[src/rtl/alu_regfile_if.sv]
// Bus bundle for the execute-stage datapath: register file ports and ALU operand/result.
// The master side drives operands, addresses and write data; the slave side is the datapath.
interface alu_regfile_if #(
    parameter int DATA_W = 32,
    parameter int ADDR_W = 5
);
    logic              wen;
    logic [ADDR_W-1:0] regWAddr;
    logic [DATA_W-1:0] regWData;
    logic [ADDR_W-1:0] regRAddr1;
    logic [ADDR_W-1:0] regRAddr2;
    logic [DATA_W-1:0] regRData1;
    logic [DATA_W-1:0] regRData2;
    logic [DATA_W-1:0] alu_data1_i;
    logic [DATA_W-1:0] alu_data2_i;
    logic [3:0]        alu_op_i;
    logic [DATA_W-1:0] alu_result_o;

    modport master (
        output wen, regWAddr, regWData, regRAddr1, regRAddr2,
        output alu_data1_i, alu_data2_i, alu_op_i,
        input  regRData1, regRData2, alu_result_o
    );

    modport slave (
        input  wen, regWAddr, regWData, regRAddr1, regRAddr2,
        input  alu_data1_i, alu_data2_i, alu_op_i,
        output regRData1, regRData2, alu_result_o
    );
endinterface

[src/rtl/alu_regfile.sv]
// Combinational 14-op 32-bit ALU alongside a 32x32 register file (2R/1W, x0 hardwired to zero).
// The two halves share nothing internally; operands and results are routed outside this block.
module alu_regfile #(
    parameter int DATA_W = 32,
    parameter int ADDR_W = 5
) (
    input  logic             clk,
    input  logic             reset,
    alu_regfile_if.slave     bus
);

    localparam int NREG = 2 ** ADDR_W;

    typedef enum logic [3:0] {
        OP_ADD  = 4'h0,
        OP_SUB  = 4'h1,
        OP_SLL  = 4'h2,
        OP_SLT  = 4'h3,
        OP_SLTU = 4'h4,
        OP_XOR  = 4'h5,
        OP_SRL  = 4'h6,
        OP_SRA  = 4'h7,
        OP_OR   = 4'h8,
        OP_AND  = 4'h9,
        OP_EQ   = 4'hA,
        OP_NEQ  = 4'hB,
        OP_GE   = 4'hC,
        OP_GEU  = 4'hD
    } alu_op_e;

    logic [DATA_W-1:0] a;
    logic [DATA_W-1:0] b;
    logic [4:0]        shamt;
    logic [DATA_W-1:0] result;

    assign a     = bus.alu_data1_i;
    assign b     = bus.alu_data2_i;
    assign shamt = b[4:0];

    always_comb begin
        result = '0;
        case (bus.alu_op_i)
            OP_ADD:  result = a + b;
            OP_SUB:  result = a - b;
            OP_SLL:  result = a << shamt;
            OP_SLT:  result = {{(DATA_W-1){1'b0}}, ($signed(a) < $signed(b))};
            OP_SLTU: result = {{(DATA_W-1){1'b0}}, (a < b)};
            OP_XOR:  result = a ^ b;
            OP_SRL:  result = a >> shamt;
            OP_SRA:  result = $unsigned($signed(a) >>> shamt);
            OP_OR:   result = a | b;
            OP_AND:  result = a & b;
            OP_EQ:   result = {{(DATA_W-1){1'b0}}, (a == b)};
            OP_NEQ:  result = {{(DATA_W-1){1'b0}}, (a != b)};
            OP_GE:   result = {{(DATA_W-1){1'b0}}, ($signed(a) >= $signed(b))};
            OP_GEU:  result = {{(DATA_W-1){1'b0}}, (a >= b)};
            default: result = '0;
        endcase
    end

    assign bus.alu_result_o = result;

    logic [DATA_W-1:0] regs_q [NREG];

    // Entry 0 is never written, so it stays at its cleared value; reads mask it anyway.
    always_ff @(posedge clk or negedge reset) begin
        if (!reset) begin
            for (int i = 0; i < NREG; i++) begin
                regs_q[i] <= '0;
            end
        end else if (bus.wen && (bus.regWAddr != '0)) begin
            regs_q[bus.regWAddr] <= bus.regWData;
        end
    end

    assign bus.regRData1 = (bus.regRAddr1 == '0) ? '0 : regs_q[bus.regRAddr1];
    assign bus.regRData2 = (bus.regRAddr2 == '0) ? '0 : regs_q[bus.regRAddr2];

endmodule

[src/flat_wrapper.sv]
// flat-port wrapper written by rule: the top's interface ports become plain ports
module alu_regfile_flat 
#(
    parameter int DATA_W = 32,
    parameter int ADDR_W = 5
)
  (clk, reset, bus_wen, bus_regWAddr, bus_regWData, bus_regRAddr1, bus_regRAddr2, bus_alu_data1_i, bus_alu_data2_i, bus_alu_op_i, bus_regRData1, bus_regRData2, bus_alu_result_o);
  alu_regfile_if #(.DATA_W(DATA_W), .ADDR_W(ADDR_W)) bus_i ();
  input  logic clk;
  input  logic reset;
  input wire logic [$bits(bus_i.wen)-1:0] bus_wen;
  input wire logic [$bits(bus_i.regWAddr)-1:0] bus_regWAddr;
  input wire logic [$bits(bus_i.regWData)-1:0] bus_regWData;
  input wire logic [$bits(bus_i.regRAddr1)-1:0] bus_regRAddr1;
  input wire logic [$bits(bus_i.regRAddr2)-1:0] bus_regRAddr2;
  input wire logic [$bits(bus_i.alu_data1_i)-1:0] bus_alu_data1_i;
  input wire logic [$bits(bus_i.alu_data2_i)-1:0] bus_alu_data2_i;
  input wire logic [$bits(bus_i.alu_op_i)-1:0] bus_alu_op_i;
  output wire logic [$bits(bus_i.regRData1)-1:0] bus_regRData1;
  output wire logic [$bits(bus_i.regRData2)-1:0] bus_regRData2;
  output wire logic [$bits(bus_i.alu_result_o)-1:0] bus_alu_result_o;
  assign bus_i.wen = bus_wen;
  assign bus_i.regWAddr = bus_regWAddr;
  assign bus_i.regWData = bus_regWData;
  assign bus_i.regRAddr1 = bus_regRAddr1;
  assign bus_i.regRAddr2 = bus_regRAddr2;
  assign bus_i.alu_data1_i = bus_alu_data1_i;
  assign bus_i.alu_data2_i = bus_alu_data2_i;
  assign bus_i.alu_op_i = bus_alu_op_i;
  assign bus_regRData1 = bus_i.regRData1;
  assign bus_regRData2 = bus_i.regRData2;
  assign bus_alu_result_o = bus_i.alu_result_o;
  alu_regfile #(.DATA_W(DATA_W), .ADDR_W(ADDR_W)) u_core (.clk(clk), .reset(reset), .bus(bus_i));
endmodule
[config.mk]
export PLATFORM = sky130hd
export DESIGN_NAME = alu_regfile_flat
export DESIGN_NICKNAME = d
export VERILOG_FILES = /design/src/rtl/alu_regfile_if.sv /design/src/rtl/alu_regfile.sv /design/src/flat_wrapper.sv
export SDC_FILE = /design/constraint.sdc
export NUM_CORES = 2
export LEC_CHECK = 0
export ABC_AREA = 1
export BUFFER_PORTS_ARGS = -buffer_cell sky130_fd_sc_hd__buf_2
export CAP_MARGIN = 5
export CORE_MARGIN = 2
export CORE_UTILIZATION = 50
export DETAILED_ROUTE_END_ITERATION = 8
export PLACE_DENSITY_LB_ADDON = 0.08
export SLEW_MARGIN = 30
export SYNTH_ARGS = -nofsm -noshare
export SYNTH_HDL_FRONTEND = slang
export SYNTH_SLANG_ARGS = --single-unit
export TNS_END_PERCENT = 1
[constraint.sdc]
create_clock -name clk -period 3.6 [get_ports clk]
set_clock_uncertainty 0.2 [all_clocks]
set_input_delay 0 -clock clk [delete_from_list [all_inputs] [get_ports clk]]
set_output_delay 0 -clock clk [all_outputs]
set_load 0.005 [all_outputs]
==> out/metrics.cfg <==
[worst_setup_path]
critical_path_class=in -> reg
cp.arrival_ns=3.92
r2r-start=u_core.regs_q[46]$_DFFE_PN0P_
cp-endpoint=u_core.regs_q[46]$_DFFE_PN0P_
worstReg2RegEnd=u_core.regs_q[46]$_DFFE_PN0P_
cp-end-kind=flop
critPathRequiredTime_ns=4.08
crit_start=bus_regWAddr[0]
r2r_cells=3
path_max_fanout=44
reg2reg_slack_ns=2.11
cp-start-kind=primary input

[layout]
sequential_cell_area_um2=25600
stdcell_area_um2=70600
fin_cells=10600
multi_input_area_um2=33400
syn_to_final_growth_pct=11.4
top_register=u_core.regs_q
drive_gt1_frac=0.0762
top_regs=u_core.regs_q x1024
num-nets-final=9055
largest_reg_flops=1024
fill_cells=12100

[logic_synthesis]
yosys.cell_count.top_type=o21ai_0
yosysTopAreaCell=dfrtp_1
synth-seq-cells=1024
synthAdderAreaFrac=0.0204
yosysWarnings=0
async_flop_share=1.00
synth_xor_area_frac=0.000138
netlist_area_um2=63400
synth_edf_count=0
synth_top_area_frac=0.404
synth_mux_area_frac=0
seq_area_frac_synth=0.404
synthFlopType=dfrtp_1
syn_inst=9060
synth_top_family_by_area=compound AO/OA/AOI/OAI gates
synth-compound-area-share=0.276
avgSynthCellArea_um2=6.99
synthTopCellsByArea=dfrtp_1 (40%), o21ai_0 (17%), nand2_1 (10%), nor2_1 (6.8%), nand3_1 (4.6%)
synthDistinctLibCells=41
synth.net_count=9280
synth_commonest_cells=o21ai_0 (2,095), nand2_1 (1,683), nor2_1 (1,154)
synth_simple_gate_area_share=0.225

[power]
power.leakage_uw=0.0319
ir_worst_vdd_v=0.000497
power_density_nw_per_um2=502
finalPower_uw=35400

[timing]
clock.fmax_mhz=291
setup_tns_ns=0
final-hold-violation-count=0
rsz0062_at_grt=no
slew_headroom=0.151
period_needed_ns=3.44
slew_violations=0
fin_crit_sh=0.955
setup_viol=0
worstMarginPinSlew_ns=1.27

[grt]
grt_max_degree=176
grt.total_usage=0.426
grt_pass1_wl_mm=419
grt_overflow=0
antenna_found_initial=31
grt_pass1_vias=63500

[cts]
cts_buffers=112
cts-root-buf=clkbuf_16
cts_tree=done
clock_latency_ns=0.72
cts.clk_slew.worst_paths_ns=0.06
cts_max_level=3
cts_buffer_depth=3
cts_num_sinks=1024

[run_status]
status=finished, final reports clean

[floorplan]
fp.dieH_um=360
die-area_um2=130000
die_width_um=360
fp-row-count=130
io_pins=214
start_util=0.504
core_um2=126000

[placed_design]
numPortBuffers=213
place_area_um2=66000
hpwl_mm=178
gp_congestion=1.03
dp_cells=10300

[drt]
drtAntennaViolNets=0
wire_per_inst_um=26.8
routed_wl_mm=284
via_count=68800
initialDrtViolationCount=10200
routed_via_density=6.49
drt_pass1_iterations=6
drc=0

[worst_hold_path]
hp-class=in -> reg
hp-start=bus_regWData[11]

[job]
max_cap_violations=0

==> cell type report <==
class,instances,share of cell area
antenna,11,0.000390
clock buffer,162,0.0473
clock inverter,50,0.00861
inverter,408,0.0223
multi-input combinational,6807,0.473
sequential,1024,0.363
tap,1650,0.0292
timing repair buffer,482,0.0567
==> worst max-delay path, stage by stage <==
cell and delay (ns):
dlygate4sd3_1 0.53, buf_2 0.20, inv_2 0.11, nand2_1 0.07, nor2_1 0.09, buf_4 0.27, inv_1 0.21, nor4_4 0.16
dlygate4sd3_1 0.67, buf_12 0.28, nand2_1 0.07, dlygate4sd3_1 0.55, o21ai_0 0.07, dlygate4sd3_1 0.58
==> what timing repair did <==
action,in CTS,in global routing
endpoints found under the setup margin,0,1
setup buffers,0,0
resized for setup,0,4
hold endpoints to repair,1860,0
hold buffers,55,0
==> worst min-delay path by stage <==
stage	cells after the start	slack [ns]	to
floorplan	0	-0.50	u_core.regs_q[0]$_DFFE_PN0P_
global placement	1	-0.14	u_core.regs_q[934]$_DFFE_PN0P_
detailed placement	1	-0.13	u_core.regs_q[934]$_DFFE_PN0P_
CTS	4	0.005	u_core.regs_q[319]$_DFFE_PN0P_
global route	4	0.07	u_core.regs_q[42]$_DFFE_PN0P_
finish	4	0.02	u_core.regs_q[299]$_DFFE_PN0P_
==> stage by stage <==
step	util	setup WS, ns	hold WS, ns
after floorplan	-	0.988	-0.496
after global placement	0.525	0.539	-0.137
after detailed placement	0.525	0.549	-0.133
after CTS	0.561	0.181	0.00451
after global routing	0.561	0.0205	0.0692
final	0.562	0.161	0.0236
==> placed cells by master (no fill, tap or decap), drive strengths merged, types with 3 or more instances in the layout <==
master       instances
o211ai             164
buf                428
a31oi               45
nand3              583
nor4                 4
diode               11
clkinvlp             3
o2111ai              4
and3                22
nand2             1683
bufinv               9
nand3b               7
a211oi               4
nor2              1159
o21ai             2124
nand4               31
inv                404
or2                  3
and2                 6
nor3                35
dlygate4sd3         54
o221ai             254
a21boi               4
o21bai              10
o21a                11
o22ai               75
clkbuf             162
a21oi              469
dfrtp             1024
clkinv              42
ha                 100
==> layer usage <==
| metal | vias up | routed length, um | GRT usage | share of wire |
|---|---|---|---|---|
| met2 | 4529 | 120000 | 0.631 | 0.42 |
| met3 | 906 | 33100 | 0.101 | 0.12 |
| met1 | 32700 | 113000 | 0.577 | 0.40 |
| met5 | - | 191 | 0 | 0.00067 |
| met4 | 30 | 17300 | 0.226 | 0.061 |
| li1 | 30600 | - | - | - |
==> where the power goes <==
| part | internal, uW | switching (uW) |
|---|---|---|
| clock network | 7110 | 5170 |
| logic | 2700 | 5220 |
| registers | 13700 | 1540 |
==> cells by family (layout without fill, tap and decap cells) <==
group / after synthesis / count (layout)
adders and majority gates: 102 / 102
and+or+nand+nor: 3533 / 3533
other: 0 / 11
AOI/OAI and AO/OA: 3171 / 3171
DFF: 1024 / 1024
buffers and inverters: 1229 / 1102
xor gates and xnor gates: 1 / 1
Note: power is estimated with default switching activity, not from simulation.
